<file path="src/rtl/ctl_pkg.sv">
// Shared definitions for the single-cycle MIPS main control unit:
// opcode and ALUop encodings plus the packed control bundle.
package ctl_pkg;

  localparam logic [5:0] OP_RTYPE = 6'b000000;
  localparam logic [5:0] OP_LW    = 6'b100011;
  localparam logic [5:0] OP_SW    = 6'b101011;
  localparam logic [5:0] OP_BEQ   = 6'b000100;
  localparam logic [5:0] OP_J     = 6'b000010;

  // Opcode register reset value. It must not be R-type (which would assert
  // RegWrite). 111111 is unassigned, so it decodes to the all-zero no-op.
  localparam logic [5:0] OP_RESET = 6'b111111;

  localparam logic [1:0] ALUOP_ADD   = 2'b00;
  localparam logic [1:0] ALUOP_SUB   = 2'b01;
  localparam logic [1:0] ALUOP_FUNCT = 2'b10;

  typedef struct packed {
    logic       reg_dst;
    logic       alu_src;
    logic [1:0] alu_op;
    logic       mem_to_reg;
    logic       reg_write;
    logic       mem_read;
    logic       mem_write;
    logic       branch;
    logic       jump;
  } ctl_t;

  localparam ctl_t CTL_NOP = '{
    reg_dst:    1'b0,
    alu_src:    1'b0,
    alu_op:     ALUOP_ADD,
    mem_to_reg: 1'b0,
    reg_write:  1'b0,
    mem_read:   1'b0,
    mem_write:  1'b0,
    branch:     1'b0,
    jump:       1'b0
  };

endpackage

</file>
<file path="src/rtl/ctl_decode.sv">
// Combinational opcode decoder: maps a 6-bit opcode onto the control bundle.
// Unknown opcodes produce the all-zero no-op bundle.
module ctl_decode
  import ctl_pkg::*;
(
  input  logic [5:0] op,
  output ctl_t       ctl
);

  always_comb begin
    // NOTE: default the whole bundle first so every path assigns every field;
    // this keeps the block free of inferred latches and don't-cares at 0.
    ctl = CTL_NOP;
    case (op)
      OP_RTYPE: begin
        ctl.reg_dst   = 1'b1;
        ctl.alu_op    = ALUOP_FUNCT;
        ctl.reg_write = 1'b1;
      end
      OP_LW: begin
        ctl.alu_src    = 1'b1;
        ctl.alu_op     = ALUOP_ADD;
        ctl.mem_to_reg = 1'b1;
        ctl.reg_write  = 1'b1;
        ctl.mem_read   = 1'b1;
      end
      OP_SW: begin
        ctl.alu_src   = 1'b1;
        ctl.alu_op    = ALUOP_ADD;
        ctl.mem_write = 1'b1;
      end
      OP_BEQ: begin
        ctl.alu_op = ALUOP_SUB;
        ctl.branch = 1'b1;
      end
      OP_J: begin
        ctl.jump = 1'b1;
      end
      default: ctl = CTL_NOP;
    endcase
  end

endmodule

</file>
<file path="src/rtl/ctl_top.sv">
// Main control unit: registers the opcode and decodes the registered value
// into the individual datapath control signals.
module ctl_top
  import ctl_pkg::*;
(
  input  logic       clk,
  input  logic       rst,
  input  logic [5:0] OP,
  output logic       RegDst,
  output logic       ALUsrc,
  output logic [1:0] ALUop,
  output logic       MemtoReg,
  output logic       RegWrite,
  output logic       MemRead,
  output logic       MemWrite,
  output logic       Branch,
  output logic       Jump
);

  logic [5:0] op_q;
  ctl_t       ctl;

  // NOTE: sequential state uses non-blocking assignments so every flop
  // samples pre-edge values regardless of block evaluation order.
  always_ff @(posedge clk or posedge rst) begin
    if (rst) op_q <= OP_RESET;
    else     op_q <= OP;
  end

  ctl_decode u_decode (
    .op  (op_q),
    .ctl (ctl)
  );

  assign RegDst   = ctl.reg_dst;
  assign ALUsrc   = ctl.alu_src;
  assign ALUop    = ctl.alu_op;
  assign MemtoReg = ctl.mem_to_reg;
  assign RegWrite = ctl.reg_write;
  assign MemRead  = ctl.mem_read;
  assign MemWrite = ctl.mem_write;
  assign Branch   = ctl.branch;
  assign Jump     = ctl.jump;

endmodule

</file>
<file path="config.mk">
export PLATFORM = sky130hd
export DESIGN_NAME = ctl_top
export DESIGN_NICKNAME = d
export VERILOG_FILES = /design/src/rtl/ctl_pkg.sv /design/src/rtl/ctl_decode.sv /design/src/rtl/ctl_top.sv
export SDC_FILE = /design/constraint.sdc
export NUM_CORES = 1
export LEC_CHECK = 0
export CAP_MARGIN = 20
export CORE_AREA = 2 2 39 41
export DETAILED_ROUTE_END_ITERATION = 6
export DIE_AREA = 0 0 41 43
export PLACE_DENSITY = 0.65
export SLEW_MARGIN = 20
export SYNTH_ARGS = -nofsm -noshare
export SYNTH_HDL_FRONTEND = slang
export SYNTH_SLANG_ARGS = --single-unit
</file>
<file path="constraint.sdc">
create_clock -name clk -period 1.4 [get_ports clk]
set_input_delay 0.21 -clock clk [delete_from_list [all_inputs] [get_ports clk]]
set_output_delay 0.21 -clock clk [all_outputs]
set_load 0.01 [all_outputs]
</file>
==> metrics.txt <==
#FFs+latches synth 6; Comb pwr share 0.184; switching fraction of total power 0.225; max_cap viols 0; final hold vios 0; largest register by flop count op_q; YS warnings 0; post-placement cell area 519 um^2; element type at the critical path start register; die height 43 um; Hold Path Class primary input to register; Initial DRC Count 1; routability cong. 0.747; worst rel slew slack 0.841; Mapped Avg Cell Area 11.9 um^2; Syn Inst Count 23; Non-Filler Instances 66; Placed Cells incl. Taps 61; Clock Power Share 0.353; Mapped Area 274 um^2; Worst Max-Slew Pin Slew 0.238 ns; average wire per standard cell 10.3 um; setup TNS -2.71 ns; Worst-path clk slew 0.04 ns; layout net count 60; Unique masters post-synth 14; placeable core region 1380 um^2; Routed WL 677 um; clock buffer depth 2; most frequent cells in the layout 10 x buf_2, 7 x clkdlybuf4s50_1, 7 x buf_4, 6 x dfstp_2; layout cell share with drive strength beyond 1 0.820; P_int 0.336 mW; failing checks negative setup slack; P_sw 0.0974 mW; routed vias 280; # DRC 0; final instance area 573 um^2; Critical Path, Cell by Cell or3_4 > a2111oi_2 > buf_2; initial antenna violation count 0; Data arrival, critical path 1.52 ns; antenna-violating nets left 0; outcome finished with violations; GR Overflow Total 0; Top Registers op_q: 6 flops; vias in the first global route 305; sequential power share 0.463; Max H-tree Level 1; Overall Power 0.433 mW; max incr delay on CP 0.38 ns; row count 14; min Tclk post-route 1.73 ns; setup ws final -0.334 ns; LEAKAGE 0.251 nW; Area growth syn-to-layout 109%; most common cell after layout, fill and taps aside buf_2; CP Max Fanout 5; fin crit share 1.24; Mapped Nets 31; Crit Path Category register to output pin; CTS Sinks 6; port buffer count 17; crit path max-delay cell type dfstp_2; largest net degree at the start of global routing 7; P per Cell Area 756 nW/um^2; TritonCTS Buffers 3; I/O pins 18; f_max 577 MHz; RSZ-0062 raised after global routing true; Slew Limit Fails 0; Starting Density 0.198; post-DR vias/cell 4.24; Setup violations, final 10; Die X 41 um; Root Buffer clkbuf_4; max reg flops 6; All-Layer GR Usage 0.100; CTS tree done; # fillers 137; Detail Placement HPWL 464 um; first-pass GRT wire length 1150 um; worst vdd ir 0.405 mV; number of inserted diodes 0; WP data required 1.19 ns; Critical Path Sink Type output pin; sequential-to-total area share from yosys stat 0.575; post-place setup slack -0.531 ns; hold_ws 0.373 ns; die area 1760 um^2; Pre-antenna DRT Iters 2; Util after Layout 0.414
-- cells in the mapped netlist (all sizes together) --
master / n / share of area
or2b: 1 / 0.027
dfstp: 6 / 0.58
nor3b: 1 / 0.027
buf: 2 / 0.055
or3: 1 / 0.023
inv: 1 / 0.014
nor4b: 1 / 0.032
nor4: 1 / 0.023
a2111oi: 1 / 0.055
nand3: 1 / 0.018
nor3: 4 / 0.073
or4: 1 / 0.027
nand2: 1 / 0.014
or4b: 1 / 0.037
-- final cells by class --
type,count,area (um^2),share of cell area
multi-input cells,14,174,0.303
well taps,16,20.0,0.0349
inverters,1,3.75,0.00655
clock buffers,3,22.5,0.0393
flip-flops and latches,6,158,0.275
repair buffers,26,195,0.341
-- timing repair --
item,4_1_cts,5_1_grt
setup endpoints to repair,10,10
setup buffers,1,1
gates resized for setup,45,10
hold buffers,0,0
hold endpoints to repair,0,0
pin swaps,1,2
-- power by group through the flow --
stage                     registers [mW]  logic [mW]  clock network, mW
after global routing               0.202      0.0862              0.176
after global placement             0.200      0.0630                  0
after CTS                          0.198      0.0661              0.163
after detailed placement           0.200      0.0636                  0
after floorplan                    0.204      0.0158                  0
final                              0.200      0.0795              0.153
-- worst max-delay path, delay by kind of cell, from the launching register on --
kind,cells,cell delay [ns]
AOI/OAI and AO/OA,1,0.34
buffers and inverters,1,0.18
DFF,1,0.38
and+or+nand+nor,1,0.38
-- per-layer routing --
layer,track usage,up-vias,part of all wire
li1,-,139,-
met3,0.0366,2,0.059
met4,0.0800,0,0.027
met5,0,-,0
met1,0.0924,127,0.32
met2,0.163,12,0.59
-- logic make-up (layout without fill, tap and decap cells) --
kind of cell / count (synthesis) / in the layout / share of synthesized area
buf+inv: 3 / 30 / 0.0685
flops: 6 / 6 / 0.575
simple gates: 13 / 13 / 0.301
compound gates: 1 / 1 / 0.0548
-- worst paths after layout --
check | slack, ns | endpoint | from | depth (start not counted)
max in group asynchronous | 0.97 | op_q[4]$_DFF_PP1_ | rst | 2
min in group asynchronous | 0.41 | op_q[5]$_DFF_PP1_ | rst | 2
worst min-delay path | 0.37 | op_q[5]$_DFF_PP1_ | OP[5] | 1
worst max-delay path | -0.33 | RegWrite | op_q[5]$_DFF_PP1_ | 3
(Power assumes the default switching activity.)
